## src/rtl/fifo_rd_prefetch.sv

```systemverilog
// fifo_rd_prefetch
//   First-word-fall-through prefetch stage on the read side of a FIFO. Pops
//   words from the read-pointer stage into a 3-entry in-order buffer and
//   presents the head word downstream with a valid/ready handshake.
//
// Ports
//   rclk        read-domain clock, all state on the rising edge
//   rst_n       asynchronous active-low reset
//   empty       registered FIFO empty flag
//   rinc        pop request; a pop is accepted when rinc=1 and empty=0
//   rdata       FIFO read data, valid in the cycle after an accepted pop
//   dout        head-of-buffer word
//   dout_valid  dout holds a valid word
//   dout_ready  downstream accepts dout this cycle
//   buf_count   words currently held in the buffer (0..3)
module fifo_rd_prefetch #(
    parameter int DATA_WIDTH = 8,
    parameter int ADDR_WIDTH = 3
) (
    input  logic                  rclk,
    input  logic                  rst_n,
    input  logic                  empty,
    output logic                  rinc,
    input  logic [DATA_WIDTH-1:0] rdata,
    output logic [DATA_WIDTH-1:0] dout,
    output logic                  dout_valid,
    input  logic                  dout_ready,
    output logic [1:0]            buf_count
);

    generate
        if (ADDR_WIDTH < 1) begin : g_addr_chk
            $error("fifo_rd_prefetch: ADDR_WIDTH must be at least 1");
        end
    endgenerate

    logic [2:0][DATA_WIDTH-1:0] mem;
    logic [1:0]                 head;
    logic [1:0]                 tail;
    logic [1:0]                 count;
    logic                       inflight;   // a pop was accepted last edge; rdata is live now
    logic [2:0]                 occupancy;
    logic                       xfer;

    function automatic logic [1:0] ptr_inc(input logic [1:0] p);
        return (p == 2'd2) ? 2'd0 : p + 2'd1;
    endfunction

    // Reserve a slot for the in-flight word so the buffer can never overflow.
    // rst_n gating keeps rinc low during reset even though empty may be low.
    assign occupancy  = {1'b0, count} + {2'b00, inflight};
    assign rinc       = rst_n & ~empty & (occupancy < 3'd3);
    assign dout_valid = (count != 2'd0);
    assign xfer       = dout_valid & dout_ready;
    assign buf_count  = count;

    always_comb begin
        dout = mem[0];
        case (head)
            2'd1:    dout = mem[1];
            2'd2:    dout = mem[2];
            default: dout = mem[0];
        endcase
    end

    always_ff @(posedge rclk or negedge rst_n) begin
        if (!rst_n) begin
            mem      <= '0;
            head     <= 2'd0;
            tail     <= 2'd0;
            count    <= 2'd0;
            inflight <= 1'b0;
        end else begin
            // rinc already implies ~empty, so rinc alone marks an accepted pop
            inflight <= rinc;

            // Capture never lands on the head entry while it is valid: the
            // pop that produced it was only issued with a free slot reserved.
            if (inflight) begin
                for (int i = 0; i < 3; i++) begin
                    if (tail == 2'(i)) mem[i] <= rdata;
                end
                tail <= ptr_inc(tail);
            end

            if (xfer) head <= ptr_inc(head);

            case ({inflight, xfer})
                2'b10:   count <= count + 2'd1;
                2'b01:   count <= count - 2'd1;
                default: count <= count;
            endcase
        end
    end

endmodule
```

## config.mk

```make
export PLATFORM = sky130hd
export DESIGN_NAME = fifo_rd_prefetch
export DESIGN_NICKNAME = d
export VERILOG_FILES = /design/src/rtl/fifo_rd_prefetch.sv
export SDC_FILE = /design/constraint.sdc
export NUM_CORES = 1
export LEC_CHECK = 0
export ABC_AREA = 1
export BUFFER_PORTS_ARGS = -buffer_cell sky130_fd_sc_hd__buf_2
export CAP_MARGIN = 10
export CORE_MARGIN = 2
export CORE_UTILIZATION = 50
export DETAILED_ROUTE_END_ITERATION = 16
export GPL_ROUTABILITY_DRIVEN = 0
export PLACE_DENSITY_LB_ADDON = 0.3
export SLEW_MARGIN = 30
export SYNTH_ARGS = -nofsm -noshare
export SYNTH_HDL_FRONTEND = slang
export SYNTH_SLANG_ARGS = --single-unit
```

## constraint.sdc

```tcl
create_clock -name rclk -period 1.7 [get_ports rclk]
set_input_delay 0.085 -clock rclk [delete_from_list [all_inputs] [get_ports rclk]]
set_output_delay 0.085 -clock rclk [all_outputs]
set_load 0.05 [all_outputs]
```

## Word-level counts from Yosys, hierarchy flattened

Index checks and enable logic that the tools add are counted.

| word-level totals | value |
|---|---|
| bits in registers | 31 |
| bits of input ports | 12 |
| output and inout bits | 12 |
| word-level logic and storage cells | 33 |

| cells by class | value |
|---|---|
| add/subtract/negate cells | 5 |
| $lt $le $gt $ge | 1 |
| equality and inequality tests | 6 |
| mux-type cells | 4 |
| bitwise gates (word level) | 4 |
| reduce and logical (&&, ||, !) cells | 6 |

Operator list:

| cell | number |
|---|---|
| 8-bit one-hot mux with 2 select lines | 1 |
| 2-bit by 1-bit adder with 2-bit output, second input constant | 3 |
| 2-bit by 1-bit equality test with 1-bit output, second input constant | 3 |
| 2-bit equality test, second input constant | 3 |
| 2-bit AND reduction | 3 |
| 2-bit 2-to-1 mux | 2 |
| 2-bit one-hot mux with 2 select lines | 1 |
| 2-bit nonzero test | 2 |
| 2-bit by 1-bit adder with 3-bit output | 1 |
| 1-bit AND | 3 |
| 3-bit by 2-bit < comparator with 1-bit output, second input constant | 1 |
| 2-bit logical NOT | 1 |
| 2-bit by 1-bit subtractor with 2-bit output, second input constant | 1 |
| 1-bit inverter | 1 |

## Logic depth before layout (Yosys ltp)

Gate-level depths: netlist (run 1).

| depth | value |
|---|---|
| depth after elaboration | 4 |
| gate-level depth with buffers | 10 |
| depth with buffers taken out | 10 |

## Least setup slack after synthesis (run 1)

No wires, ideal clock.

| timing path | value |
|---|---|
| path kind | flip-flop to flip-flop |
| from | reg count[0], in the netlist buf_count[0] |
| to | reg inflight |
| setup time | 203 ps |
| data arrival time | 1,936 ps |
| data required time | 1,497 ps |
| path slack | -439 ps |
| cell stages (with the launch flop) | 6 |
| path buffers | 0 |
| clock period less this slack | 2,139 ps |
| cells stage by stage | dfrtp_1 > ha_1 > ha_1 > nand2_1 > nand3b_1 > nor2_1 |

| on the way | value |
|---|---|
| longest elaborated chain between the ends | 3 |

RTL lines:

| element | line | source |
|---|---|---|
| start, declared | 40 | `logic [1:0] count;` |
| start signal, assigned | 89 | `2'b10: count <= count + 2'd1;` |
| start signal, assigned | 90 | `2'b01: count <= count - 2'd1;` |
| start signal, assigned | 91 | `default: count <= count;` |
| 2-bit by 1-bit adder with 3-bit output | 51 | `assign occupancy = {1'b0, count} + {2'b00, inflight};` |
| 3-bit by 2-bit < comparator with 1-bit output | 52 | `assign rinc = rst_n & ~empty & (occupancy < 3'd3);` |
| 1-bit AND | 52 |  |
| net rinc | 23 | `output logic rinc,` |
| end signal, assigned | 75 | `inflight <= rinc;` |
| end, declared | 41 | `logic inflight;` |

The timed path passes the listed nets, and every way through them passes these cells.
A chain may end at the register's enable or synchronous reset.

## Final worst setup path (run 1)

| timing path | value |
|---|---|
| from | reg head[1] |
| to | out dout[5] |

| on the way | value |
|---|---|
| longest elaborated chain between the ends | 2 |
| elaborated cells on any way between the ends | 3 |
| those cells by class | eq/ne: 2; mux: 1 |

RTL lines:

| element | line | source |
|---|---|---|
| start, declared | 38 | `logic [1:0] head;` |
| start signal, assigned | 86 | `if (xfer) head <= ptr_inc(head);` |
| 2-bit equality test / 2-bit by 1-bit equality test with 1-bit output (equally long branches) | 59 | `case (head)` |
| 8-bit one-hot mux with 2 select lines (*) | 59 |  |
| end, declared | 25 | `output logic [DATA_WIDTH-1:0] dout,` |

Mark *: on every way between the ends. The rest lies on a longest branch, timed or not.

==> results of run 1 <==
## layout make-up
| class | count | area, um2 |
|---|---|---|
| Multi-Input combinational cell | 110 | 743 |
| Fill cell | 224 | 863 |
| Sequential cell | 31 | 778 |
| Inverter | 19 | 76.3 |
| Clock buffer | 7 | 45.0 |
| Tap cell | 31 | 38.8 |
| Timing Repair Buffer | 34 | 279 |
| Clock inverter | 1 | 5.00 |
## state kept, by name, summed over array words and instances, names as in the netlist
name and cells:
buf_count 2, head 2, inflight 1, mem 24, tail 2
## cell families (layout without fill, tap and decap cells)
group                      count (synthesis)  count (layout)
xor gates and xnor gates                   1               1
AOI/OAI and AO/OA                         42              42
adders and majority gates                  7               7
and+or+nand+nor                           60              60
buffers and inverters                     25              61
DFF                                       31              31
## worst max-delay path, cell delays in order (launching register included)
cell,delay [ns]
dfrtp_1,0.38
inv_2,0.08
ha_4,0.31
buf_8,0.14
nor2_1,0.06
a21oi_2,0.12
buf_6,0.17
## Yosys cell counts
library cell / count / area [um2]
a21oi_1: 16 / 80.1
buf_1: 1 / 3.75
buf_2: 1 / 5.00
buf_6: 3 / 33.8
clkbuf_1: 1 / 3.75
dfrtp_1: 31 / 776
ha_1: 7 / 87.6
inv_1: 19 / 71.3
nand2_1: 45 / 169
nand3_1: 1 / 5.00
nand3_2: 2 / 20.0
nand3_4: 1 / 17.5
nand3b_1: 1 / 7.51
nand4_1: 1 / 6.26
nor2_1: 9 / 33.8
o21ai_0: 10 / 50.1
o21ai_2: 16 / 140
xnor2_1: 1 / 8.76
## metal layers
| layer | share of wire (%) | wire [um] |
|---|---|---|
| met1 | 44 | 1470 |
| met2 | 50 | 1690 |
| met3 | 4.5 | 152 |
| met4 | 2.1 | 70 |
| met5 | 0 | 0 |
## per-stage QoR
step                      util, %  instance area, um2  TNS, ns  worst slack, ns
after floorplan                 -                1560  -0.0708          -0.0708
after global placement       59.6                1690        0            0.201
after detailed placement     59.6                1690        0            0.126
after CTS                    66.3                1880        0          0.00361
after global routing         69.5                1970   -0.484          -0.0667
final                        69.5                1970        0           0.0143
## what timing repair did
action                                 in CTS  in global routing
pin swaps                                   4                  5
setup endpoints to repair                   9                 10
endpoints found under the hold margin      32                  0
buffers inserted                            4                  2
hold buffers                                2                  0
gates resized for setup                    24                 16
## worst paths after layout
check                           cells past startpoint  slack (ns)                       end                     start
worst max-delay path                                6        0.01                   dout[5]       head[1]$_DFFE_PN0P_
worst min-delay path                                3        0.04       mem[10]$_DFFE_PN0P_                  rdata[2]
worst max register to register                     10        0.14  buf_count[1]$_DFFE_PN0P_  buf_count[0]$_DFFE_PN0P_
worst min register to register                      2        0.49       mem[13]$_DFFE_PN0P_       mem[13]$_DFFE_PN0P_
max in group asynchronous                           3        1.06  buf_count[0]$_DFFE_PN0P_                     rst_n
min in group asynchronous                           3        0.33       head[1]$_DFFE_PN0P_                     rst_n
==> flow_summary.toml, run 1 <==
[route]
vias = 1226
wirelength_mm = 3.38
drtPass1Iterations = 4
routedWlPerCell_um = 14.5
drc_errors = 0
ant_nets = 0
drt-vias-per-instance = 5.26
initialDrtViolationCount = 22

[yosys]
synth_seq_cells = 31
yosysSeqAreaShare_pct = 51.1
synth-xor-area-share_pct = 0.577
synth_top_family_by_area = "compound AO/OA/AOI/OAI gates"
synthAdderAreaFrac_pct = 5.77
syn_area_per_cell_um2 = 9.15
synthCells = 166
synthMuxAreaShare_pct = 0
ys_warn_count = 0
synth_nets = 185
netlist_area_mm2 = 0.00152
synthSimpleGateAreaFrac_pct = 17.1
yosysUniqueCellTypes = 18
synth_compound_area_share_pct = 17.8

[timing]
rsz0062_at_grt = "yes"
worst_pin_slew_ns = 0.471
hold_viol = 0
period_needed_ns = 1.69
timing.slew.headroom_pct = 68.6
whs_ns = 0.0407
setup_violations = 0
maxSlewViolCount = 0
fmax_ghz = 0.593
fin_crit_sh_pct = 99.2
clock_skew_ns = 0.00268

[clock_tree]
cts.sinks = 31
clock_path_buffers = 2
insertion_delay_ns = 0.34
cts_buffers = 5
tritoncts = "done"
cts-root-buf = "clkbuf_4"
cts_htree_levels = 2
clk_pin_slew_ns = 0.09

[hold_path]
hp-class = "input pin to flop"

[grt]
antenna_found_initial = 0
grt_pass1_wl_mm = 5.73
grt_pass1_vias = 1245
top_usage_layer = "met2"
grt_max_degree = 32
overflow = 0
use_met1_pct = 28.3
gr-usage-met3_pct = 8.08
use_met2_pct = 36.3
grt_usage_pct = 22.9

[place]
dp_hpwl_mm = 2.18
placed_cells_incl_taps = 217
io_buffer_count = 23

[finish]
drive_gt1_share_pct = 41.1
layout_common_cells = "nand2_1, dfrtp_1, o21ai_2, inv_1, buf_2"
layout_commonest_cell = "nand2_1"
area_growth_pct = 29.4
layout.nets = 220
stdcell_count = 233
diodes = 0

[die]
design.core.area_mm2 = 0.00283
die_x_um = 59.1
initial_core_util_pct = 53.7
ios = 24
die_h_um = 59.1
rows = 19
die-area_mm2 = 0.00349

[setup_path]
worstSetupStartpointType = "flop"
worstPathRequired_ns = 1.62
worstPathArrival_ns = 1.60
crit_fanout = 8
cp-end-kind = "primary output"
critical_path_class = "flop to primary output"

[outcome]
status = "complete, no violations"

[job]
cap_violations = 0
Power of run 1 is left out: the tool's default activity adds up to more than one toggle a clock period on the data nets, which glitch-free logic cannot reach.
==> inputs of run 2 (changes only) <==
- SETUP_SLACK_MARGIN: unset -> 0.4
==> run 2 against run 1 <==
  * The flow now finishes with violations (setup timing)
  * Clock skew is 0.0063 ns higher
  * Hold slack worse by 0.022 ns
  * First-iteration DRC count grew to 2.6 times the previous value
  * Critical path depth stayed put
  * Final area is 17% higher
  * Count of clock-buffer cells in the layout is 1 lower
  * Register-to-register slack better by 0.19 ns
  * Utilization is 12 points higher
  * Critical path type unchanged
  * Critical endpoint is now dout[4]
  * Largest cell class is now multi-input gates
==> flow_summary.toml, run 2 (synthesized netlist as in run 1, its figures left out) <==
[outcome]
status = "finished with violations"
violations = "setup timing"

[setup_path]
critical_path_class = "flop to primary output"
max_stage_delay_ns = 0.42
cp-end-kind = "primary output"
crit_fanout = 6
path_cells = "inv_2 -> ha_4 -> buf_6 -> nor2_2 -> a21oi_4 -> buf_6"
crit_top_cell = "buf_6"
worstSetupStartpointType = "flop"
rrSetupSlack_ns = 0.33
timing.rr.end = "buf_count[1]$_DFFE_PN0P_"
reg2reg_depth = 9
worstPathArrival_ns = 1.71
r2r_start = "buf_count[0]$_DFFE_PN0P_"
worstPathRequired_ns = 1.62
slowest_stage = "dfrtp_1"

[finish]
layout_commonest_cell = "nand2_1"
largest_register = "mem"
multi_input_area_um2 = 962
diodes = 0
layout_common_cells = "nand2_1, dfrtp_1, a21oi_4, o21ai_2, inv_1"
largest_register_ff_count = 24
ff_latch_area_um2 = 778
drive_gt1_share_pct = 53.2
fillers = 182
area_growth_pct = 50.9
layout.nets = 223

[clock_tree]
cts-root-buf = "clkbuf_4"
tritoncts = "done"
clk_pin_slew_ns = 0.11
cts_htree_levels = 2
cts_buffers = 5
clock_path_buffers = 2
insertion_delay_ns = 0.35
cts.sinks = 31

[timing]
fmax_ghz = 0.558
clock_skew_ns = 0.00895
rsz0062_at_grt = "yes"
setup_violations = 9
timing.slew.headroom_pct = 73.5
fin_ws_ns = -0.0924
period_needed_ns = 1.79
worst_pin_slew_ns = 0.397
fin_crit_sh_pct = 105
hold_viol = 0
maxSlewViolCount = 0

[grt]
grt_max_degree = 32
antenna_found_initial = 0
grt_pass1_vias = 1292
grt_pass1_wl_mm = 6.06
overflow = 0
grt_usage_pct = 23.7

[route]
ant_nets = 0
drc_errors = 0
wirelength_mm = 3.82
initialDrtViolationCount = 58
routedWlPerCell_um = 16.2
drtPass1Iterations = 4
vias = 1273
drt-vias-per-instance = 5.39

[hold_path]
min_path_cells = 3
hp-class = "input pin to flop"
hold_start = "empty"
worstHoldEndpoint = "inflight$_DFF_PN0_"

[die]
rows = 19
design.core.area_mm2 = 0.00283
initial_core_util_pct = 53.7
die_x_um = 59.1
die-area_mm2 = 0.00349
ios = 24
die_h_um = 59.1

[job]
cap_violations = 0

[place]
io_buffer_count = 23
dp_slack_ns = -0.0249
dp_hpwl_mm = 2.26
[run 2: how the worst max path moves through the flow]
stage	slack, ns	cells past startpoint	endpoint	from
finish	-0.09	6	dout[4]	head[1]$_DFFE_PN0P_
global route	-0.12	6	dout[4]	head[1]$_DFFE_PN0P_
CTS	-0.06	6	dout[7]	head[1]$_DFFE_PN0P_
detailed placement	-0.02	5	dout[5]	head[1]$_DFFE_PN0P_
global placement	0.04	5	dout[1]	head[1]$_DFFE_PN0P_
floorplan	0.15	5	inflight$_DFF_PN0_	buf_count[0]$_DFFE_PN0P_
[run 2: metal layers]
layer | share of wire, % | up-vias | global-route usage [%]
met3 | 3.3 | 10 | 7.42
met1 | 43 | 625 | 31.7
met2 | 51 | 27 | 36.7
met5 | 0 | - | 0
met4 | 2.5 | 0 | 8.12
li1 | - | 611 | -
[run 2: critical path, delay by kind of cell (launching register included)]
kind / cells / cell delay (ns)
AOI/OAI and AO/OA: 1 / 0.11
adders and majority gates: 1 / 0.37
buffers and inverters: 3 / 0.41
DFF: 1 / 0.42
and+or+nand+nor: 1 / 0.06
[run 2: area by class of cell]
type,instances,share of cell area [%]
inverter,19,4.20
sequential,31,34.0
timing repair buffer,37,14.4
multi-input combinational,110,42.0
tap,31,1.69
clock buffer,6,2.24
clock inverter,2,1.53
[run 2: stage by stage]
step	instances	instance area [um2]	hold slack, ns	util [%]	setup TNS [ns]
5_1_grt	236	2290	0.0173	81.0	-0.834
6_report	236	2290	0.0185	81.0	-0.481
3_5_place_dp	218	1940	0.161	68.6	-0.118
3_3_place_gp	218	1940	0.159	68.6	0
2_1_floorplan	166	1800	-0.211	-	0
4_1_cts	232	2200	0.0318	77.9	-0.267
[run 2: repair_timing]
action,in CTS,in global routing
pin swaps,11,4
endpoints found under the hold margin,31,0
hold buffers,1,0
endpoints found under the setup margin,25,13
setup buffers,5,4
gates resized for setup,36,18
Power of run 2 is left out for the same reason.
